--- src/rtl/fp_divsqrt_arb.sv ---
// Round-robin arbiter and sequencer sharing one fp_div/fp_sqrt pair between two requesters.
// Optional watchdog on the BUSY wait: define FP_DIVSQRT_WDOG_EN.

package fp_divsqrt_arb_pkg;

    typedef enum logic [1:0] {
        FP32    = 2'd0,
        FP64    = 2'd1,
        FP16    = 2'd2,
        FP16ALT = 2'd3
    } fp_format_e;

    typedef enum logic [2:0] {
        RNE = 3'b000,
        RTZ = 3'b001,
        RDN = 3'b010,
        RUP = 3'b011,
        RMM = 3'b100,
        DYN = 3'b111
    } roundmode_e;

    // Unrounded unit result, sized for the widest format (52b fraction + hidden + guard/round/sticky).
    typedef struct packed {
        logic        sign;
        logic [12:0] exponent;
        logic [55:0] mantissa;
        logic [4:0]  status;
    } uround_res_t;

    function automatic int unsigned fp_width(input fp_format_e fmt);
        case (fmt)
            FP64:          return 64;
            FP16, FP16ALT: return 16;
            default:       return 32;
        endcase
    endfunction

endpackage

module fp_divsqrt_arb
    import fp_divsqrt_arb_pkg::*;
#(
    parameter fp_format_e  FP_FORMAT   = FP32,
    parameter int unsigned TAG_WIDTH   = 4,
    parameter int unsigned WDOG_CYCLES = 64,
    localparam int unsigned FP_WIDTH   = fp_width(FP_FORMAT),
    localparam int unsigned URES_WIDTH = $bits(uround_res_t)
) (
    input  logic                      clk_i,
    input  logic                      reset_i,
    input  logic [1:0]                req_valid_i,
    output logic [1:0]                req_ready_o,
    input  logic [1:0]                req_op_i,
    input  logic [1:0][FP_WIDTH-1:0]  req_a_i,
    input  logic [1:0][FP_WIDTH-1:0]  req_b_i,
    input  logic [1:0][2:0]           req_rnd_i,
    input  logic [1:0][TAG_WIDTH-1:0] req_tag_i,
    output logic                      div_start_o,
    output logic                      sqrt_start_o,
    output logic [FP_WIDTH-1:0]       unit_a_o,
    output logic [FP_WIDTH-1:0]       unit_b_o,
    output logic [2:0]                unit_rnd_o,
    input  logic                      div_done_i,
    input  logic                      sqrt_done_i,
    input  logic [URES_WIDTH-1:0]     div_res_i,
    input  logic [URES_WIDTH-1:0]     sqrt_res_i,
    output logic                      rsp_valid_o,
    input  logic                      rsp_ready_i,
    output logic                      rsp_id_o,
    output logic [TAG_WIDTH-1:0]      rsp_tag_o,
    output logic [URES_WIDTH-1:0]     rsp_res_o,
    output logic                      rsp_timeout_o
);

    typedef enum logic [1:0] {
        S_IDLE  = 2'd0,
        S_ISSUE = 2'd1,
        S_BUSY  = 2'd2,
        S_RESP  = 2'd3
    } state_e;

    state_e     state_q;
    state_e     state_d;
    logic       prio_q;
    logic       op_q;
    logic       winner;
    logic [1:0] ready;
    logic       accept;
    logic       start_div_d;
    logic       start_sqrt_d;
    logic       unit_done;
    logic       take_res;
    logic       wdog_fire;
    logic       resp_clear;

`ifdef FP_DIVSQRT_WDOG_EN
    localparam int unsigned WDOG_W = (WDOG_CYCLES > 1) ? $clog2(WDOG_CYCLES) : 1;

    logic [WDOG_W-1:0] wdog_cnt_q;
    logic              wdog_hit;
    logic              timeout_q;

    assign wdog_hit = (wdog_cnt_q == WDOG_W'(WDOG_CYCLES - 1));
`endif

    // Next-state, grant and handshake decode
    always_comb begin
        state_d      = state_q;
        winner       = prio_q;
        ready        = 2'b00;
        accept       = 1'b0;
        start_div_d  = 1'b0;
        start_sqrt_d = 1'b0;
        take_res     = 1'b0;
        wdog_fire    = 1'b0;
        resp_clear   = 1'b0;
        unit_done    = op_q ? sqrt_done_i : div_done_i;

        if (!req_valid_i[prio_q]) begin
            winner = ~prio_q;
        end

        case (state_q)
            S_IDLE: begin
                if ((|req_valid_i) && !reset_i) begin
                    ready[winner] = 1'b1;
                    accept        = 1'b1;
                    start_div_d   = ~req_op_i[winner];
                    start_sqrt_d  = req_op_i[winner];
                    state_d       = S_ISSUE;
                end
            end
            S_ISSUE: begin
                state_d = S_BUSY;
            end
            S_BUSY: begin
                if (unit_done) begin
                    take_res = 1'b1;
                    state_d  = S_RESP;
                end
`ifdef FP_DIVSQRT_WDOG_EN
                else if (wdog_hit) begin
                    wdog_fire = 1'b1;
                    state_d   = S_RESP;
                end
`endif
            end
            S_RESP: begin
                if (rsp_ready_i) begin
                    resp_clear = 1'b1;
                    state_d    = S_IDLE;
                end
            end
            default: begin
                state_d = S_IDLE;
            end
        endcase
    end

    assign req_ready_o = ready;

    always_ff @(posedge clk_i) begin
        if (reset_i) begin
            state_q <= S_IDLE;
        end else begin
            state_q <= state_d;
        end
    end

    // Operand latch, start pulses and response capture
    always_ff @(posedge clk_i) begin
        if (reset_i) begin
            prio_q       <= 1'b0;
            op_q         <= 1'b0;
            div_start_o  <= 1'b0;
            sqrt_start_o <= 1'b0;
            unit_a_o     <= '0;
            unit_b_o     <= '0;
            unit_rnd_o   <= '0;
            rsp_valid_o  <= 1'b0;
            rsp_id_o     <= 1'b0;
            rsp_tag_o    <= '0;
            rsp_res_o    <= '0;
        end else begin
            div_start_o  <= start_div_d;
            sqrt_start_o <= start_sqrt_d;
            if (accept) begin
                op_q       <= req_op_i[winner];
                unit_a_o   <= req_a_i[winner];
                unit_b_o   <= req_b_i[winner];
                unit_rnd_o <= req_rnd_i[winner];
                rsp_tag_o  <= req_tag_i[winner];
                rsp_id_o   <= winner;
                prio_q     <= ~winner;
            end
            if (take_res) begin
                rsp_res_o   <= op_q ? sqrt_res_i : div_res_i;
                rsp_valid_o <= 1'b1;
            end
            if (wdog_fire) begin
                rsp_res_o   <= '0;
                rsp_valid_o <= 1'b1;
            end
            if (resp_clear) begin
                rsp_valid_o <= 1'b0;
            end
        end
    end

`ifdef FP_DIVSQRT_WDOG_EN
    // Counter restarts every time BUSY is entered
    always_ff @(posedge clk_i) begin
        if (reset_i) begin
            wdog_cnt_q <= '0;
            timeout_q  <= 1'b0;
        end else begin
            if (state_q != S_BUSY) begin
                wdog_cnt_q <= '0;
            end else begin
                wdog_cnt_q <= wdog_cnt_q + WDOG_W'(1);
            end
            if (wdog_fire) begin
                timeout_q <= 1'b1;
            end else if (resp_clear) begin
                timeout_q <= 1'b0;
            end
        end
    end

    assign rsp_timeout_o = timeout_q;
`else
    localparam int unsigned unused_wdog_cycles = WDOG_CYCLES;

    assign rsp_timeout_o = 1'b0;
`endif

    a_one_start: assert property (@(posedge clk_i) disable iff (reset_i)
        !(div_start_o && sqrt_start_o));
    a_start_in_issue: assert property (@(posedge clk_i) disable iff (reset_i)
        (div_start_o || sqrt_start_o) |-> (state_q == S_ISSUE));
    a_ready_in_idle: assert property (@(posedge clk_i) disable iff (reset_i)
        (state_q != S_IDLE) |-> (req_ready_o == 2'b00));
    a_valid_in_resp: assert property (@(posedge clk_i) disable iff (reset_i)
        rsp_valid_o == (state_q == S_RESP));

endmodule

--- config.mk ---
export PLATFORM = sky130hd
export DESIGN_NAME = fp_divsqrt_arb
export DESIGN_NICKNAME = d
export VERILOG_FILES = /design/src/rtl/fp_divsqrt_arb.sv
export SDC_FILE = /design/constraint.sdc
export NUM_CORES = 1
export LEC_CHECK = 0
export ABC_AREA = 1
export BUFFER_PORTS_ARGS = -buffer_cell sky130_fd_sc_hd__buf_2
export CAP_MARGIN = 20
export CORE_AREA = 2 2 175 177
export CTS_CLUSTER_SIZE = 25
export DETAILED_ROUTE_END_ITERATION = 7
export DIE_AREA = 0 0 177 179
export MAX_ROUTING_LAYER = met4
export REMOVE_ABC_BUFFERS = 1
export SLEW_MARGIN = 20
export SYNTH_ARGS = -nofsm -noshare
export SYNTH_HDL_FRONTEND = slang
export SYNTH_SLANG_ARGS = --single-unit
--- constraint.sdc ---
create_clock -name clk_i -period 2.05 [get_ports clk_i]
set_clock_uncertainty 0.1 [all_clocks]
set_input_delay 0.205 -clock clk_i [delete_from_list [all_inputs] [get_ports clk_i]]
set_output_delay 0.205 -clock clk_i [all_outputs]
set_load 0.01 [all_outputs]
## Word-level counts from Yosys, hierarchy flattened

Index checks and enable logic that the tools add are counted.

- Register bits: 154
- Output and inout bits: 153
- Word-level logic and storage cells: 63

- $lt $le $gt $ge: 3
- Eq/ne operators: 6
- Mux-type cells: 29
- Bitwise operators: 5
- Reductions and logical operators: 8

Operator list:

| operator | count |
|---|---|
| two-way mux 32 bit | 4 |
| two-way mux 75 bit | 1 |
| two-way mux 1 bit | 13 |
| two-way mux 2 bit | 5 |
| two-way mux 4 bit | 2 |
| one-hot mux 2 bit (4 select lines) | 1 |
| two-way mux 3 bit | 2 |
| inequality test 2 bit (second input constant) | 3 |
| NOT 1 bit | 5 |
| equality test 2 bit (second input constant) | 2 |
| < comparator 1 x 2 -> 1 bit (second input constant) | 2 |
| OR reduction 2 bit | 2 |
| AND reduction 3 bit | 1 |
| OR reduction 3 bit | 1 |
| equality test 2 x 1 -> 1 bit (second input constant) | 1 |
| logical AND 1 bit | 2 |
| logical NOT 2 bit | 1 |
| demux 1 bit (select 1 bit) | 1 |
| >= comparator 1 bit (second input constant) | 1 |
| logical NOT 1 bit | 1 |

## Logic depth before layout (Yosys ltp)

Gate-level depths: netlist of run 1.

- Depth in word-level cells: 9
- Mapped depth: 9
- Mapped depth without buffers: 7

## Worst setup path after synthesis of run 1

No wires, ideal clock.

- Kind: register to register
- Start point: register state_q[0]
- End point: register rsp_tag_o[0]
- Library setup time: 0.070 ns
- Data arrival time: 1.236 ns
- Slack: 0.643 ns
- Stages on the path, launching flop included: 9
- Clock period less this slack: 1.407 ns
- Cells stage by stage: dfxtp_1 > inv_1 > ha_1 > inv_1 > nor2_2 > buf_4 > buf_4 > nand2_1 > a21oi_1

- Longest elaborated chain between the ends: 2

RTL lines:

| element | line | RTL |
|---|---|---|
| start: declaration | 82 | `state_e state_q;` |
| start signal: assignment | 166 | `state_q <= state_d;` |
| logical NOT 2 bit | 123 | `case (state_q)` |
| two-way mux 1 bit | 123 |  |
| end signal: assignment | 192 | `rsp_tag_o <= req_tag_i[winner];` |
| end: declaration | 70 | `output logic [TAG_WIDTH-1:0] rsp_tag_o,` |

Every way passes these cells.
A chain may end at the register's enable or synchronous reset.

## Final worst setup path of run 1

- Start point: register prio_q
- End point: output port req_ready_o[0]

- Longest elaborated chain between the ends: 9

RTL lines:

| element | line | RTL |
|---|---|---|
| start: declaration | 84 | `logic prio_q;` |
| start signal: assignment | 194 | `prio_q <= ~winner;` |
| two-way mux 1 bit (not written as such) (2 in a row) | 119 | `if (!req_valid_i[prio_q]) begin` |
| two-way mux 1 bit (*) | 119 |  |
| < comparator 1 x 2 -> 1 bit (not written as such) / >= comparator 1 bit (equally long branches) | 126 | `ready[winner] = 1'b1;` |
| logical AND 1 bit (not written as such) | 126 |  |
| two-way mux 1 bit (not written as such) | 126 |  |
| demux 1 bit (select 1 bit) (*) | 126 |  |
| two-way mux 2 bit (*) | 125 | `if ((\|req_valid_i) && !reset_i) begin` |
| two-way mux 2 bit (*) | 123 |  |
| end: declaration | 52 | `output logic [1:0] req_ready_o,` |

Mark *: on every way between the ends. The rest lies on a longest branch, timed or not. The select of a mux whose other input is x is not followed.

==> flow_summary_export.csv, run 1 <==
group,metric,value,unit
status,status,"complete, no violations",
final_layout,instances_no_fill,2034,
drt,drt_iter0_drc,328,
floorplan,die_y,179,um
timing,rsz0062_at_grt,"yes",
drt,wl,28.6,mm
worst_setup_path,r2r_start,"op_q$_SDFFE_PP0P_",
yosys,synth_top_area_frac,0.426,
yosys,syn_area_per_cell,6.19,sq um
floorplan,start_util,0.241,
grt,grt_max_degree,80,
yosys,synth_area_leaders,"dfxtp_1 (43%), nand2_1 (31%), nor2_1 (8.5%)",
clocking,clock_latency,0.42,ns
worst_setup_path,path_class,"reg2out",
final_layout,fin_nets,1925,
clocking,clockRootBuffer,"clkbuf_16",
final_layout,drive_gt1_frac,0.314,
timing,worstMarginPinSlew,0.508,ns
clocking,cts_buffer_depth,2,
drt,drc,0,
placed_design,dp_worst_setup_slack,-0.0155,ns
worst_setup_path,cp_slowest_cell,"o21ai_4",
timing,finalCritPeriodShare,0.946,
yosys,synth.most_common_cell,"nand2_1",
timing,layout_setup_ws,0.110,ns
pwr,cellPowerDensity,1050,mW/mm^2
yosys,syn_area,0.00724,sq mm
worst_setup_path,cp.depth,4,
worst_setup_path,startpoint,"prio_q$_SDFFE_PP0P_",
yosys,ys_seq_area_frac,0.426,
worst_setup_path,cp_num_buf_inv,2,
worst_setup_path,setup.worst_path.end_class,"output port",
yosys,synth_common_cells,"nand2_1 (597), nor2_1 (163), dfxtp_1 (154), a21oi_1 (72), o21ai_1 (43)",
timing,slew_violations,0,
yosys,yosysTopAreaCell,"dfxtp_1",
placed_design,port_buffers,452,
floorplan,core_region_area,0.0300,sq mm
yosys,synth-async-reset-ratio,0,
worst_setup_path,worstPathCellList,"o21ai_4, buf_12, nor2_2, buf_2",
drt,wl_per_cell,14.1,um
min_path,hp-class,"in2reg",
timing,hold_viol_final,0,
pwr,leakagePower,5.82,nW
worst_setup_path,critPathArrivalTime,1.64,ns
clocking,cts_sinks,154,
clocking,tritoncts,"done",
grt,antenna_found_initial,5,
worst_setup_path,crit_path_max_fanout,33,
timing,fmax,515,MHz
final_layout,areaGrowthSynthToFinish,51.9,%
worst_setup_path,ff2ff_path_depth,6,
yosys,ys_warn_count,0,
clocking,clk_pin_slew,0.06,ns
yosys,synth_cell_types,19,
worst_setup_path,startpoint_type,"flop",
floorplan,dieArea,0.0317,sq mm
floorplan,rows,64,
yosys,syn_inst,1169,
job,drv_cap,0,
clocking,numCtsBuffers,17,
drt,postRouteAntennaNets,0,
worst_setup_path,cp_top_family,"compound AO/OA/AOI/OAI gates",
floorplan,dieWidth,177,um
placed_design,gp_congestion,0.788,
grt,grt_pass1_vias,8153,
floorplan,pin_count,454,
drt,vias,8785,
min_path,holdCritStartpoint,"req_rnd_i[0]",
placed_design,place_inst,1950,
final_layout,num-fill-cells,3313,
grt,grt_pass1_wl,41.9,mm
drt,avgViaCountPerCell,4.32,
yosys,synth_edf_count,0,
placed_design,hpwl,20.1,mm
timing,post-route-min-period,1.94,ns
timing,slew_headroom,0.661,
pwr,power.total,0.0115,W
drt,firstDrtPassIters,4,
final_layout,final_core_util,0.366,
grt,grt_overflow_total,0,
yosys,ys_seq_elements,154,
min_path,holdPathStages,5,
timing,setup_viol,0,
yosys,synth-main-ff-cell,"dfxtp_1",
worst_setup_path,required,1.75,ns
worst_setup_path,critPathMaxStageDelay,0.39,ns
clocking,cts_max_level,4,
pwr,irDropWorstVdd,0.485,mV
grt,grt_usage,0.173,
## cell families after synthesis
logic type	Yosys count	share of synthesized area
other	1	0.000518
flip-flops	154	0.426
AO/OA/AOI/OAI	153	0.106
adder cells (fa/ha/maj)	4	0.00691
AND/OR/NAND/NOR	765	0.398
buffers and inverters	92	0.0619
## where the power goes
part | internal, W | total (W) | switching (W) | leakage, nW
logic | 0.00163 | 0.00422 | 0.00259 | 4.27
registers | 0.00355 | 0.00384 | 0.000287 | 1.26
clock network | 0.00212 | 0.00348 | 0.00136 | 0.300
total | 0.00730 | 0.0115 | 0.00423 | 5.82
## registers in the layout, indices dropped and copies added, names as in the netlist
name	flops
div_start_o	1
op_q	1
prio_q	1
rsp_id_o	1
rsp_res_o	75
rsp_tag_o	4
rsp_valid_o	1
sqrt_start_o	1
state_q	2
unit_a_o	32
unit_b_o	32
unit_rnd_o	3
## what timing repair did
| item | in CTS | in global routing |
|---|---|---|
| hold buffers | 43 | 0 |
| endpoints found under the hold margin | 31 | 0 |
| gates resized for setup | 1 | 6 |
| setup buffers | 1 | 1 |
| cloned | 1 | 1 |
| setup endpoints to repair | 2 | 10 |
| pin swaps | 1 | 1 |
## metrics by stage
stage	TNS (ns)	area [sq um]	hold slack (ns)
after floorplan	-299.65	6840	0.174
after global placement	0	9820	0.349
after detailed placement	-0.0155	9820	0.352
after CTS	0	10900	0.00000555
after global routing	-0.0148	11000	0.0127
final	0	11000	0.0207
## layer usage
| layer | vias to the layer above | GRT usage | routed length [um] |
|---|---|---|---|
| li1 | 4520 | - | - |
| met4 | 0 | 0.0482 | 484 |
| met3 | 19 | 0.0511 | 2390 |
| met5 | - | - | 0 |
| met2 | 318 | 0.293 | 13900 |
| met1 | 3928 | 0.199 | 11800 |
## path summary, 6_finish.rpt
| path | endpoint | slack, ns |
|---|---|---|
| setup / recovery | req_ready_o[0] | 0.11 |
| hold reg to reg | unit_a_o[21]$_SDFFE_PP0P_ | 0.36 |
| setup reg to reg | rsp_res_o[36]$_SDFFE_PP0P_ | 0.15 |
| hold / removal | unit_rnd_o[0]$_SDFFE_PP0P_ | 0.02 |
## tightest hold or removal path, stage by stage
cell	delay, ns
buf_2	0.09
nand2_1	0.05
nand2_1	0.04
nand2_1	0.05
a21oi_1	0.05
## cells in the final DEF (no fill, tap or decap), types with 3 or more instances in the layout
cell type,n
a21oi_1,72
buf_12,9
buf_2,452
buf_4,3
bufinv_16,4
clkbuf_16,18
clkinvlp_4,4
dfxtp_1,151
dfxtp_2,3
diode_2,5
dlygate4sd3_1,43
ha_1,4
inv_1,8
inv_2,5
inv_6,4
nand2_1,596
nor2_1,162
o21ai_0,36
o21ai_1,42
## final cells by class
class / count / area, sq um / share of cell area
clock inverters: 12 / 185 / 0.0168
repair buffers: 511 / 2980 / 0.271
inverters: 13 / 48.8 / 0.00444
diodes: 5 / 12.5 / 0.00114
clock buffers: 20 / 457 / 0.0415
multi-input cells: 923 / 3730 / 0.340
well taps: 396 / 495 / 0.0451
flip-flops and latches: 154 / 3090 / 0.281
Note: power is estimated with default switching activity, not from simulation.
==> run 2: changes to the inputs <==
Settings changed: CORE_AREA 2 2 175 177 to 2 2 179 181, CTS_BUF_LIST set to sky130_fd_sc_hd__clkbuf_8, DIE_AREA 0 0 177 179 to 0 0 181 183.
==> run 2 against run 1 <==
- wire length is 21% higher
- maximum frequency shrank 2.0%
- largest power group unchanged
- worst setup slack worse by 0.040 ns
- final area grew 21%
- register-to-register slack worse by 0.08 ns
- non-clock buffer count grew 245
- critical endpoint is now unit_rnd_o[2]$_SDFFE_PP0P_
- sequential cell count unchanged
- total power grew 2.0%
- global-route usage increased by 1.9 points
- worst hold slack gained 0.012 ns
- combinational power is 36% higher
- first-iteration DRC count rose by 51%
==> flow_summary_export.csv, run 2 (synthesis gave the netlist of run 1 again) <==
group,metric,value,unit
status,status,"complete, no violations",
worst_setup_path,path_class,"reg2reg",
drt,wl_met1,13.9,mm
final_layout,final_core_util,0.426,
drt,wl,34.6,mm
min_path,hp-class,"in2reg",
final_layout,fin_nets,2170,
drt,drt_iter0_drc,496,
worst_setup_path,ff2ff_path_depth,9,
floorplan,start_util,0.232,
timing,post-route-min-period,1.98,ns
clocking,cts_max_level,4,
grt,antenna_found_initial,2,
final_layout,num-fill-cells,3101,
final_layout,drive_gt1_frac,0.285,
clocking,cts_buffer_depth,2,
worst_setup_path,required,2.33,ns
final_layout,layout_commonest_cell,"nand2_1",
floorplan,die_y,183,um
worst_setup_path,worstReg2RegEnd,"unit_rnd_o[2]$_SDFFE_PP0P_",
worst_setup_path,critPathArrivalTime,2.26,ns
grt,grt_usage,0.192,
drt,wl_per_cell,15.2,um
timing,slew_headroom,0.489,
worst_setup_path,crit_path_max_fanout,23,
drt,wl_met2,17.1,mm
clocking,clk_pin_slew,0.09,ns
floorplan,rows,65,
floorplan,dieArea,0.0331,sq mm
timing,finalCritPeriodShare,0.966,
timing,hold_viol_final,0,
grt,grt_pass1_wl,49.6,mm
final_layout,largest_register_ffs,75,
placed_design,place_inst,1960,
clocking,clockRootBuffer,"clkbuf_8",
pwr,leakagePower,6.82,nW
drt,vias,10200,
floorplan,dieWidth,181,um
pwr,irDropWorstVdd,0.487,mV
drt,drc,0,
final_layout,areaGrowthSynthToFinish,83.6,%
final_layout,instances_no_fill,2282,
placed_design,dp_worst_setup_slack,0.273,ns
worst_setup_path,setup.worst_path.end_class,"flop",
timing,fin_setup_tns,0,ns
final_layout,most-common-layout-cells,"nand2_1 (596), buf_2 (451), dlygate4sd3_1 (270)",
pwr,cellPowerDensity,885,mW/mm^2
worst_setup_path,worst-r2r-setup-slack,0.07,ns
timing,layout_setup_ws,0.0703,ns
timing,fmax,505,MHz
timing,slew_violations,0,
final_layout,multi_input_area,0.00375,sq mm
grt,grt_max_degree,80,
placed_design,gp_congestion,0.835,
timing,worstMarginPinSlew,0.767,ns
clocking,numCtsBuffers,17,
placed_design,port_buffers,452,
grt,grt_pass1_vias,9770,
clocking,tritoncts,"done",
clocking,cts_sinks,154,
final_layout,top_register,"rsp_res_o",
drt,postRouteAntennaNets,0,
placed_design,hpwl,20.2,mm
final_layout,seq_area,0.00309,sq mm
floorplan,pin_count,454,
drt,firstDrtPassIters,5,
drt,top_layer,"met4",
final_layout,reg.largest.list,"rsp_res_o: 75 flops, unit_a_o: 32 flops, unit_b_o: 32 flops",
floorplan,core_region_area,0.0312,sq mm
worst_setup_path,startpoint,"prio_q$_SDFFE_PP0P_",
drt,avgViaCountPerCell,4.45,
worst_setup_path,startpoint_type,"flop",
drt,met3_length,2.66,mm
timing,setup_viol,0,
grt,grt_overflow_total,0,
worst_setup_path,r2r_start,"prio_q$_SDFFE_PP0P_",
clocking,clock_latency,0.46,ns
worst_setup_path,setup.worst_path.end,"unit_rnd_o[2]$_SDFFE_PP0P_",
job,drv_cap,0,
-- run 2: per-layer routing --
| layer | global-route usage | up-vias |
|---|---|---|
| met3 | 0.0494 | 68 |
| met5 | - | - |
| met4 | 0.0660 | 0 |
| met1 | 0.209 | 4653 |
| met2 | 0.342 | 445 |
| li1 | - | 4998 |
-- run 2: final cells by class --
| class | instances | share of cell area |
|---|---|---|
| diodes | 2 | 0.000377 |
| clock buffers | 18 | 0.0186 |
| clock inverters | 14 | 0.00819 |
| inverters | 13 | 0.00424 |
| multi-input cells | 923 | 0.282 |
| flip-flops and latches | 154 | 0.233 |
| well taps | 402 | 0.0378 |
| repair buffers | 756 | 0.416 |
-- run 2: power breakdown --
| part | internal, W | switching (W) |
|---|---|---|
| Combinational | 0.00268 | 0.00304 |
| Sequential | 0.00355 | 0.000296 |
| Clock | 0.000888 | 0.00131 |
| Total | 0.00712 | 0.00465 |
-- run 2: repair_timing --
item / 4_1_cts / 5_1_grt
setup buffers: 5 / 5
hold buffers: 270 / 0
pin swaps: 1 / 2
endpoints found under the hold margin: 145 / 0
resized for setup: 4 / 17
cloned: 2 / 7
endpoints found under the setup margin: 2 / 69
-- run 2: worst min-delay path by stage --
stage | startpoint | to | slack, ns | depth (start not counted)
3_5_place_dp | unit_b_o[3]$_SDFFE_PP0P_ | unit_b_o[3]$_SDFFE_PP0P_ | 0.35 | 2
4_1_cts | req_b_i[63] | unit_b_o[31]$_SDFFE_PP0P_ | 0.0002 | 5
3_3_place_gp | rsp_valid_o$_SDFFE_PP0P_ | rsp_valid_o$_SDFFE_PP0P_ | 0.34 | 1
5_1_grt | req_b_i[7] | unit_b_o[7]$_SDFFE_PP0P_ | 0.03 | 5
6_report | sqrt_res_i[13] | rsp_res_o[13]$_SDFFE_PP0P_ | 0.03 | 5
2_1_floorplan | reset_i | rsp_tag_o[0]$_SDFFE_PP0P_ | 0.17 | 1
-- run 2: through the flow --
stage               total power, W  cell area [sq um]  hold slack [ns]
floorplan                  0.00619               6840            0.174
global placement           0.00795               9860            0.345
detailed placement         0.00800               9860            0.353
CTS                         0.0114              13000         0.000197
global route                0.0126              13300           0.0260
finish                      0.0118              13300           0.0329
-- run 2: critical path: stages, from the launching register on --
cell	delay [ns]
dfxtp_4	0.38
nand2_1	0.09
o21ai_4	0.09
buf_4	0.17
clkbuf_16	0.20
nand2_1	0.06
nand2_1	0.06
dlygate4sd3_1	0.54
nand2_1	0.05
a21oi_1	0.16
==> run 3: changes to the inputs <==
Clock period 2.05 ns to 2.3 ns, I/O delays scaled along.
==> run 3 against run 2 <==
- clock power is 5% higher
- die area stayed put
- worst setup slack better by 0.089 ns
- non-clock buffer count is 83 lower
- critical path depth is 2 lower
- largest power group unchanged
- largest cell class unchanged
- total power is 14% lower
- sequential share of layout area is 1.6 points higher
- combinational power is 24% lower
- count of clock-buffer cells in the layout is 1 lower
- sequential power is 11% lower
==> flow_summary_export.csv, run 3 (synthesis gave the netlist of run 1 again) <==
group,metric,value,unit
clocking,clockRootBuffer,"clkbuf_8",
drt,avgViaCountPerCell,4.36,
timing,worstMarginPinSlew,0.844,ns
timing,fin_setup_tns,0,ns
grt,grt_max_degree,80,
drt,postRouteAntennaNets,0,
final_layout,reg.largest.list,"rsp_res_o: 75 flops, unit_a_o: 32 flops, unit_b_o: 32 flops",
pwr,cellPowerDensity,816,mW/mm^2
final_layout,postLayoutCellArea,0.0124,sq mm
worst_setup_path,r2r_start,"op_q$_SDFFE_PP0P_",
final_layout,top_register,"rsp_res_o",
job,drv_cap,0,
min_path,min_to,"rsp_res_o[60]$_SDFFE_PP0P_",
floorplan,dieWidth,181,um
drt,vias,9593,
worst_setup_path,worst-r2r-setup-slack,0.16,ns
grt,antenna_found_initial,2,
clocking,numCtsBuffers,17,
min_path,holdPathStages,5,
grt,grt_pass1_vias,9657,
clocking,cts_sinks,154,
pwr,leakagePower,6.43,nW
timing,slew_violations,0,
final_layout,num-fill-cells,3224,
worst_setup_path,required,2.60,ns
status,status,"complete, no violations",
timing,finalCritPeriodShare,0.931,
final_layout,layout_commonest_cell,"nand2_1",
grt,grt_pass1_wl,47.8,mm
clocking,clk_pin_slew,0.10,ns
final_layout,areaGrowthSynthToFinish,71.1,%
clocking,cts_max_level,4,
final_layout,fin_nets,2087,
timing,post-route-min-period,2.14,ns
timing,setup_viol,0,
floorplan,core_region_area,0.0312,sq mm
worst_setup_path,path_class,"reg2reg",
min_path,hp-class,"in2reg",
clocking,clock_latency,0.45,ns
grt,grt_usage,0.185,
timing,fmax,467,MHz
placed_design,dp_worst_setup_slack,0.443,ns
worst_setup_path,critPathArrivalTime,2.44,ns
clocking,cts_buffer_depth,2,
placed_design,port_buffers,452,
drt,firstDrtPassIters,6,
drt,wl,30.9,mm
worst_setup_path,crit_path_max_fanout,76,
worst_setup_path,worstReg2RegEnd,"rsp_res_o[21]$_SDFFE_PP0P_",
floorplan,pin_count,454,
grt,grt_overflow_total,0,
worst_setup_path,startpoint_type,"flop",
worst_setup_path,ff2ff_path_depth,7,
timing,layout_setup_ws,0.159,ns
timing,slew_headroom,0.437,
worst_setup_path,setup.worst_path.end_class,"flop",
placed_design,placed_area,0.00979,sq mm
final_layout,largest_register_ffs,75,
clocking,tritoncts,"done",
drt,wl_per_cell,14.0,um
final_layout,multi_input_area,0.00373,sq mm
final_layout,most-common-layout-cells,"nand2_1 (596), buf_2 (452), dlygate4sd3_1 (207)",
floorplan,start_util,0.232,
floorplan,rows,65,
placed_design,gp_congestion,0.813,
pwr,irDropWorstVdd,0.316,mV
placed_design,hpwl,19.8,mm
drt,drt_iter0_drc,378,
floorplan,die_y,183,um
final_layout,seq_area,0.00308,sq mm
timing,rsz0062_at_grt,"no",
floorplan,dieArea,0.0331,sq mm
drt,drc,0,
timing,hold_viol_final,0,
final_layout,drive_gt1_frac,0.281,
min_path,holdCritStartpoint,"sqrt_res_i[60]",
[run 3: cell count changes in the layout (fill, tap and decap cells not counted), moves of 4 or more]
cell / change
inv_6: -5
clkbuf_16: -6
bufinv_16: +4
dlygate4sd3_1: -63
buf_4: -10
inv_1: +6
[run 3: per-stage QoR]
step	power [W]	hold slack (ns)	std cells	utilization
finish	0.0101	0.0388	2199	0.396
detailed placement	0.00709	0.353	1955	0.314
floorplan	0.00552	0.199	1090	-
global route	0.0109	0.0240	2199	0.396
global placement	0.00703	0.346	1955	0.314
CTS	0.0102	0.000201	2196	0.396
[run 3: metal layers]
metal  global-route usage  routed length, um
met1                0.202              12700
met2                0.325              15200
met3               0.0433               2040
met4               0.0807                932
met5                    -                  0
[run 3: critical path, stage by stage (launching register included)]
cell           delay, ns
dfxtp_2             0.36
inv_2               0.06
buf_6               0.42
nand2_1             0.18
nand2_1             0.11
dlygate4sd3_1       0.55
o21ai_0             0.09
nor2_1              0.12
[run 3: where the power goes]
part	internal, W	total (W)	switching [W]
sequential	0.00316	0.00342	0.000262
combinational	0.00192	0.00437	0.00245
clock	0.00119	0.00231	0.00113
[run 3: cell type report]
type | count | area share
Tap cell | 402 | 0.0406
Timing Repair Buffer | 673 | 0.370
Clock buffer | 17 | 0.0189
Inverter | 13 | 0.00394
Clock inverter | 15 | 0.0162
Multi-Input combinational cell | 923 | 0.301
Sequential cell | 154 | 0.249
Antenna cell | 2 | 0.000404
[run 3: worst max path at each step]
stage / slack, ns / from / cells after the start / to
finish: 0.16 / op_q$_SDFFE_PP0P_ / 7 / rsp_res_o[21]$_SDFFE_PP0P_
CTS: 0.008 / state_q[1]$_SDFFE_PP0P_ / 8 / req_ready_o[1]
detailed placement: 0.44 / state_q[0]$_SDFFE_PP0P_ / 7 / rsp_res_o[43]$_SDFFE_PP0P_
floorplan: -2.04 / op_q$_SDFFE_PP0P_ / 6 / rsp_valid_o$_SDFFE_PP0P_
global route: 0.01 / state_q[0]$_SDFFE_PP0P_ / 8 / req_ready_o[1]
global placement: 0.48 / state_q[0]$_SDFFE_PP0P_ / 7 / rsp_res_o[24]$_SDFFE_PP0P_
[run 3: what timing repair did]
item / CTS / global route
pin swaps: 1 / 1
gates cloned: 2 / 0
hold buffers: 207 / 0
buffers inserted: 0 / 1
endpoints found under the hold margin: 119 / 0
gates resized for setup: 0 / 1
setup endpoints to repair: 1 / 39
